`config.mk`:
```
export PLATFORM = sky130hd
export DESIGN_NAME = rgbw_pwm_bank
export DESIGN_NICKNAME = d
export VERILOG_FILES = /design/src/rtl/rgbw_pwm_bank.sv
export SDC_FILE = /design/constraint.sdc
export NUM_CORES = 1
export LEC_CHECK = 0
export BUFFER_PORTS_ARGS = -buffer_cell sky130_fd_sc_hd__clkbuf_2
export CORE_AREA = 2 2 124 187
export CTS_CLUSTER_SIZE = 20
export DETAILED_ROUTE_END_ITERATION = 8
export DIE_AREA = 0 0 126 189
export GPL_TIMING_DRIVEN = 0
export PLACE_DENSITY = 0.6
export SETUP_SLACK_MARGIN = 0.3
export SLEW_MARGIN = 10
export SYNTH_ARGS = -nofsm -noshare
export SYNTH_HDL_FRONTEND = slang
export SYNTH_SLANG_ARGS = --single-unit
export TNS_END_PERCENT = 50
```
`constraint.sdc`:
```
create_clock -name clk -period 2.2 [get_ports clk]
set_input_delay 0 -clock clk [delete_from_list [all_inputs] [get_ports clk]]
set_output_delay 0 -clock clk [all_outputs]
set_load 0.02 [all_outputs]
```
`src/rtl/rgbw_pwm_bank.sv`:
```
// rgbw_pwm_bank
// CHANNELS x WIDTH PWM generator for the RGBW lamp controller. Each channel
// has a duty shadow register. A global brightness register scales every duty
// on one shared shift-add multiplier, and the scaled duties go live together
// at the PWM period wrap.
//
// Optional feature: define PWM_PHASE_STAGGER_EN to give channel i a compare
// phase offset of i*(2^WIDTH/CHANNELS). This spreads the rising edges across
// the period. With the macro undefined, every channel rises at cnt=0.
//
// CHANNELS*(WIDTH+1) must be less than PRESC*2^WIDTH, so that scaling always
// finishes inside one period. If a wrap arrives while scaling is still running,
// that wrap is ignored: nothing is committed and no snapshot is taken.
module rgbw_pwm_bank #(
  parameter int CHANNELS = 4,
  parameter int WIDTH    = 8,
  parameter int PRESC    = 2,
  parameter int ADDR_W   = 3
) (
  input  logic                clk,
  input  logic                rst_n,
  input  logic                en,
  input  logic                wr_en,
  input  logic [ADDR_W-1:0]   wr_addr,
  input  logic [WIDTH-1:0]    wr_data,
  output logic [CHANNELS-1:0] pwm_out,
  output logic                period_tick,
  output logic                busy
);

  localparam int PW     = (PRESC > 1) ? $clog2(PRESC) : 1;
  localparam int CW     = (CHANNELS > 1) ? $clog2(CHANNELS) : 1;
  localparam int SW     = $clog2(WIDTH + 1);
  localparam int PROD_W = 2 * WIDTH + 1;
`ifdef PWM_PHASE_STAGGER_EN
  localparam int PHASE_STEP = (2 ** WIDTH) / CHANNELS;
`endif

  typedef enum logic [1:0] {
    ST_IDLE = 2'd0,
    ST_MUL  = 2'd1,
    ST_DONE = 2'd2
  } state_t;

  // Timebase
  logic [PW-1:0]       presc_r;
  logic [WIDTH-1:0]    cnt_r;
  logic                tick_s;
  logic                wrap_s;

  // Register file and duty pipeline
  logic [WIDTH-1:0]    shadow_r      [CHANNELS];
  logic [WIDTH-1:0]    shadow_next_s [CHANNELS];
  logic [WIDTH-1:0]    bright_r;
  logic [WIDTH-1:0]    bright_next_s;
  logic [WIDTH-1:0]    snap_r        [CHANNELS];
  logic [WIDTH-1:0]    snap_bright_r;
  logic [WIDTH-1:0]    staged_r      [CHANNELS];
  logic [WIDTH-1:0]    active_r      [CHANNELS];

  // Scaler sequencer and datapath
  state_t              state_r;
  state_t              next_state_s;
  logic [CW-1:0]       ch_r;
  logic [SW-1:0]       step_r;
  logic [PROD_W-1:0]   acc_r;
  logic [PROD_W-1:0]   mcand_r;
  logic [WIDTH-1:0]    mplier_r;
  logic [PROD_W-1:0]   acc_sum_s;
  logic                last_step_s;
  logic                last_ch_s;
  logic                snap_take_s;
  logic                commit_s;
  logic                busy_next_s;

  // Compare and outputs
  logic [WIDTH-1:0]    phase_s [CHANNELS];
  logic [CHANNELS-1:0] pwm_next_s;
  logic [CHANNELS-1:0] pwm_r;
  logic                period_tick_r;
  logic                busy_r;

  assign tick_s      = en && (presc_r == PW'(PRESC - 1));
  assign wrap_s      = tick_s && (cnt_r == {WIDTH{1'b1}});
  assign last_step_s = (step_r == SW'(WIDTH));
  assign last_ch_s   = (ch_r == CW'(CHANNELS - 1));
  assign acc_sum_s   = mplier_r[0] ? (acc_r + mcand_r) : acc_r;

  assign pwm_out     = pwm_r;
  assign period_tick = period_tick_r;
  assign busy        = busy_r;

  // Prescaler: divide clk down to PWM ticks while enabled
  always_ff @(posedge clk or negedge rst_n) begin
    if (!rst_n) begin
      presc_r <= '0;
    end else if (tick_s) begin
      presc_r <= '0;
    end else if (en) begin
      presc_r <= presc_r + PW'(1);
    end else begin
      presc_r <= presc_r;
    end
  end

  // PWM counter: advance once per tick; the all-ones tick is the period wrap
  always_ff @(posedge clk or negedge rst_n) begin
    if (!rst_n) begin
      cnt_r <= '0;
    end else if (tick_s) begin
      cnt_r <= cnt_r + WIDTH'(1);
    end else begin
      cnt_r <= cnt_r;
    end
  end

  // Write decode: the next shadow and brightness values, including this cycle's write
  always_comb begin
    shadow_next_s = shadow_r;
    bright_next_s = bright_r;
    if (wr_en) begin
      for (int i = 0; i < CHANNELS; i++) begin
        if (wr_addr == ADDR_W'(i)) begin
          shadow_next_s[i] = wr_data;
        end else begin
          shadow_next_s[i] = shadow_r[i];
        end
      end
      if (wr_addr == ADDR_W'(CHANNELS)) begin
        bright_next_s = wr_data;
      end else begin
        bright_next_s = bright_r;
      end
    end else begin
      shadow_next_s = shadow_r;
      bright_next_s = bright_r;
    end
  end

  // Shadow and brightness registers: immediate host writes
  always_ff @(posedge clk or negedge rst_n) begin
    if (!rst_n) begin
      for (int i = 0; i < CHANNELS; i++) begin
        shadow_r[i] <= '0;
      end
      bright_r <= {WIDTH{1'b1}};
    end else begin
      shadow_r <= shadow_next_s;
      bright_r <= bright_next_s;
    end
  end

  // Snapshot: freeze the scaler inputs at a wrap; a write in the same cycle is included
  always_ff @(posedge clk or negedge rst_n) begin
    if (!rst_n) begin
      for (int i = 0; i < CHANNELS; i++) begin
        snap_r[i] <= '0;
      end
      snap_bright_r <= {WIDTH{1'b1}};
    end else if (snap_take_s) begin
      snap_r        <= shadow_next_s;
      snap_bright_r <= bright_next_s;
    end else begin
      snap_r        <= snap_r;
      snap_bright_r <= snap_bright_r;
    end
  end

  // FSM state register
  always_ff @(posedge clk or negedge rst_n) begin
    if (!rst_n) begin
      state_r <= ST_IDLE;
    end else begin
      state_r <= next_state_s;
    end
  end

  // FSM next state: a wrap starts scaling; the last bit of the last channel finishes it
  always_comb begin
    next_state_s = state_r;
    case (state_r)
      ST_IDLE: next_state_s = wrap_s ? ST_MUL : ST_IDLE;
      ST_MUL:  next_state_s = (last_step_s && last_ch_s) ? ST_DONE : ST_MUL;
      ST_DONE: next_state_s = wrap_s ? ST_MUL : ST_DONE;
      default: next_state_s = ST_IDLE;
    endcase
  end

  // FSM outputs: snapshot, commit and busy controls; a wrap during MUL does nothing
  always_comb begin
    snap_take_s = 1'b0;
    commit_s    = 1'b0;
    busy_next_s = 1'b0;
    case (state_r)
      ST_IDLE: begin
        snap_take_s = wrap_s;
        busy_next_s = wrap_s;
      end
      ST_MUL: begin
        busy_next_s = !(last_step_s && last_ch_s);
      end
      ST_DONE: begin
        snap_take_s = wrap_s;
        commit_s    = wrap_s;
        busy_next_s = wrap_s;
      end
      default: begin
        snap_take_s = 1'b0;
        commit_s    = 1'b0;
        busy_next_s = 1'b0;
      end
    endcase
  end

  // Scaler sequencer: step 0 loads the operands, steps 1..WIDTH each consume one multiplier bit
  always_ff @(posedge clk or negedge rst_n) begin
    if (!rst_n) begin
      step_r <= '0;
      ch_r   <= '0;
    end else if (snap_take_s) begin
      step_r <= '0;
      ch_r   <= '0;
    end else if (state_r == ST_MUL) begin
      if (last_step_s) begin
        step_r <= '0;
        ch_r   <= last_ch_s ? CW'(0) : (ch_r + CW'(1));
      end else begin
        step_r <= step_r + SW'(1);
        ch_r   <= ch_r;
      end
    end else begin
      step_r <= step_r;
      ch_r   <= ch_r;
    end
  end

  // Shift-add datapath: duty * (brightness + 1), LSB of the duty first
  always_ff @(posedge clk or negedge rst_n) begin
    if (!rst_n) begin
      acc_r    <= '0;
      mcand_r  <= '0;
      mplier_r <= '0;
    end else if (state_r == ST_MUL) begin
      if (step_r == SW'(0)) begin
        acc_r    <= '0;
        mcand_r  <= PROD_W'(snap_bright_r) + PROD_W'(1);
        mplier_r <= snap_r[ch_r];
      end else begin
        acc_r    <= acc_sum_s;
        mcand_r  <= mcand_r << 1;
        mplier_r <= mplier_r >> 1;
      end
    end else begin
      acc_r    <= acc_r;
      mcand_r  <= mcand_r;
      mplier_r <= mplier_r;
    end
  end

  // Staged duties: keep the top half of each finished product
  always_ff @(posedge clk or negedge rst_n) begin
    if (!rst_n) begin
      for (int i = 0; i < CHANNELS; i++) begin
        staged_r[i] <= '0;
      end
    end else if ((state_r == ST_MUL) && last_step_s) begin
      staged_r[ch_r] <= acc_sum_s[WIDTH +: WIDTH];
    end else begin
      staged_r <= staged_r;
    end
  end

  // Active duties: all channels switch together at a committing wrap
  always_ff @(posedge clk or negedge rst_n) begin
    if (!rst_n) begin
      for (int i = 0; i < CHANNELS; i++) begin
        active_r[i] <= '0;
      end
    end else if (commit_s) begin
      active_r <= staged_r;
    end else begin
      active_r <= active_r;
    end
  end

  // Per-channel compare phase and next PWM level
  always_comb begin
    phase_s    = '{default: '0};
    pwm_next_s = '0;
    for (int i = 0; i < CHANNELS; i++) begin
`ifdef PWM_PHASE_STAGGER_EN
      phase_s[i] = cnt_r + WIDTH'(i * PHASE_STEP);
`else
      phase_s[i] = cnt_r;
`endif
      pwm_next_s[i] = (phase_s[i] < active_r[i]);
    end
  end

  // Registered outputs: pwm_out holds while disabled; period_tick and busy mirror their events
  always_ff @(posedge clk or negedge rst_n) begin
    if (!rst_n) begin
      pwm_r         <= '0;
      period_tick_r <= 1'b0;
      busy_r        <= 1'b0;
    end else begin
      if (en) begin
        pwm_r <= pwm_next_s;
      end else begin
        pwm_r <= pwm_r;
      end
      period_tick_r <= wrap_s;
      busy_r        <= busy_next_s;
    end
  end

endmodule

```
==> metrics.cfg <==
[hold_path]
hold_path.class=input pin to flip-flop
hold_end=bright_r[0]
min_from=wr_addr[0]
hold_depth=3

[timing]
finalHoldViolCount=0
setup_ws_ns=-0.237
rsz0062_at_grt=true
tns_ns=-2.82
max_clock_freq_mhz=410
slew_headroom_pct=27.1
fin_crit_sh_pct=111
tightestPinTransition_ns=1.09
slew_viol_final=0
final.setup_skew_ns=0.0110
setup_violations=21
period_minus_slack_ns=2.44

[synthesis]
synth_seq_area_share_pct=51.6
mappedNetlistNets=981
async_flop_share_pct=100
yosysWarningCount=0
ys.flop_type=dfrtp_1
syn_area_per_cell_sq_um=11.0
synth_area_sq_mm=0.0101
ys_seq_elements=207
syn_inst=914
yosys.area.top_type=dfrtp_1
synth_edf_count=0
synth_cell_types=62
synth_top_area_share_pct=47.4
ys_top_cells_by_area=dfrtp_1 (47%), mux2_2 (11%), ha_1 (6.3%)

[global_route]
track_usage_pct=20.4
grt_pass1_vias=7336
overflow=0
grt_start_max_net_pins=99
grt_pass1_wl_mm=39.1
antenna_found_initial=0

[finish]
finalInstanceArea_sq_mm=0.0125
multi_input_area_sq_mm=0.00508
syn_to_final_growth_pct=24.4
drive_gt1_share_pct=32.1
layout_common_cells=dfrtp_1 (184), nand2_1 (140), mux2_2 (95), ha_1 (45), inv_1 (38)
final_nets=1080
post-route-util_pct=56.6
seqCellArea_sq_mm=0.00521
n_antenna_cell=0
final_common_cell=dfrtp_1
fill_cells=1892

[detailed_routing]
wl_per_cell_um=18.1
met2WireLength_mm=13.1
dr.first_iter.drc_count=275
drt-total-wl_mm=23.6
drtPass1Iterations=4
dr_total_vias=7104
wl_met1_mm=9.06
route.detailed.drc=0
routed.top_layer=met4
postRouteAntennaNets=0
wl_met3_um=595
avgViaCountPerCell=5.45

[die]
io_pins=21
die_h_um=189
start_util_pct=45.6
die_w_um=126
dieArea_sq_mm=0.0238
std_cell_rows=67
coreArea_sq_mm=0.0221

[outcome]
status=complete, but fails checks
violations=negative setup slack

[placed_design]
detailed_place.area_sq_mm=0.0107
dpl.hpwl_mm=16.4
port_buffers=20
place.gp.congestion=0.838

[critical_path]
cpMostUsedCell=or3_4
regToRegStartpoint=acc_r[6]
arrival_ns=2.82
required_ns=2.58
timing.reg2reg.setup_slack_ns=-0.24
crit_family=compound AO/OA/AOI/OAI gates
worstReg2RegEnd=staged_r[4]
end_kind=flip-flop
worst_r2r_path_depth=8
cp_max_fo=4
startpoint_type=flip-flop
cp_cell_sequence=ha_1 -> buf_6 -> a21o_1 -> or3_4 -> o211a_4 -> or3_4 -> a31oi_4 -> o21ai_1
crit_type=flip-flop to flip-flop
slowest_stage=dfrtp_1
critPathBufInv=1
slowest_delay_ns=0.38

[clock_tree]
htreeDepth=1
numCtsBuffers=22
clock-sinks=207
cts.clk_slew.worst_paths_ns=0.07
clk_path_buf_depth=3
cts_tree=done
cts_root_buffer=clkbuf_16
insertion_delay_ns=0.52

[power_and_ir_drop]
totalPowerFinal_mw=9.58
powerDensity_mw_per_mm2=764
leakage_nw=5.74
ir_worst_vdd_v=0.000651

[run]
cap_violations=0

## report_power, final
part | switching [mW] | internal [mW]
logic | 0.654 | 0.590
registers | 0.0903 | 4.10
clock network | 1.58 | 2.56
## what timing repair did
action	4_1_cts	5_1_grt
hold buffers	11	0
cloned	0	0
hold endpoints to repair	163	0
pin swaps	22	30
endpoints found under the setup margin	152	126
resized for setup	110	54
setup buffers	26	16
## cells by family (layout without fill, tap and decap cells)
family	Yosys count	after routing	share of synthesized area, %
flip-flops	207	207	51.6
AND/OR/NAND/NOR	265	265	12.3
buffers and inverters	80	193	3.15
AO/OA/AOI/OAI	176	176	11.2
multiplexers	112	112	13.3
XOR/XNOR	22	22	1.91
adder cells (fa/ha/maj)	52	52	6.53
## worst register-to-register path: stages, from the launching register on
cell and delay, ns:
dfrtp_1 0.38, ha_1 0.30, buf_6 0.12, a21o_1 0.18
or3_4 0.33, o211a_4 0.26, or3_4 0.35, a31oi_4 0.28
o21ai_1 0.10
## Yosys cell counts (2+ instances only)
library cell	instances
dfrtp_1	191
nand2_1	141
mux2_2	95
ha_1	51
o21ai_0	50
inv_1	40
nor2_1	38
clkbuf_1	28
a21oi_1	23
a31oi_1	23
nand3_1	20
a21o_1	17
dfstp_2	16
xnor2_1	13
o21ai_1	12
and3_1	9
o31ai_1	9
xor2_1	9
a22o_1	8
buf_2	8
mux4_2	8
nor2b_1	8
a211oi_1	7
and2_1	7
nand2b_1	7
a32o_1	6
mux2i_1	6
and4_1	5
or3_1	5
nand4_1	4
o21a_1	4
buf_1	3
mux2_1	3
nor3_1	3
o21bai_1	3
a211o_1	2
and4b_1	2
nor3b_1	2
nor4_1	2
nor4bb_1	2
o22a_1	2
or2_2	2
## flip-flops by register name, summed over array words and instances (netlist names), 4 cells and up
name,count
mcand_r,16
step_r,4
acc_r,16
snap_bright_r,8
staged_r,32
mplier_r,8
active_r,32
cnt_r,8
snap_r,32
shadow_r,32
bright_r,8
pwm_out,4
## metal layers
layer  global-route usage, %  vias up
met3                    2.49       53
met5                       0        -
li1                        -     3420
met4                    7.02        0
met1                    22.8     3527
met2                    39.5      104
## cell type report
cell class / instances / area share [%]
Sequential cell: 207 / 41.5
Multi-Input combinational cell: 627 / 40.5
Timing Repair Buffer: 75 / 5.17
Clock buffer: 28 / 4.89
Tap cell: 276 / 2.75
Buffer: 40 / 2.41
Clock inverter: 10 / 1.55
Inverter: 40 / 1.20
## worst max-delay path by stage
stage	depth (start not counted)	slack [ns]	endpoint	startpoint
floorplan	8	-0.07	staged_r[12]	acc_r[6]
global route	8	-0.30	staged_r[4]	acc_r[6]
global placement	1	-3.06	snap_r[22]	rst_n
finish	8	-0.24	staged_r[4]	acc_r[6]
CTS	8	-0.27	staged_r[4]	acc_r[6]
detailed placement	7	-0.80	staged_r[27]	mcand_r[1]
## metrics by stage
stage | setup WS [ns] | cells | hold WS [ns]
global placement | -3.06 | 1210 | 0.368
global route | -0.303 | 1303 | 0.0615
CTS | -0.272 | 1287 | 0.0304
detailed placement | -0.803 | 1212 | -0.125
finish | -0.237 | 1303 | 0.0364
floorplan | -0.0701 | 914 | -0.296
Power figures use the tool's default switching activity.
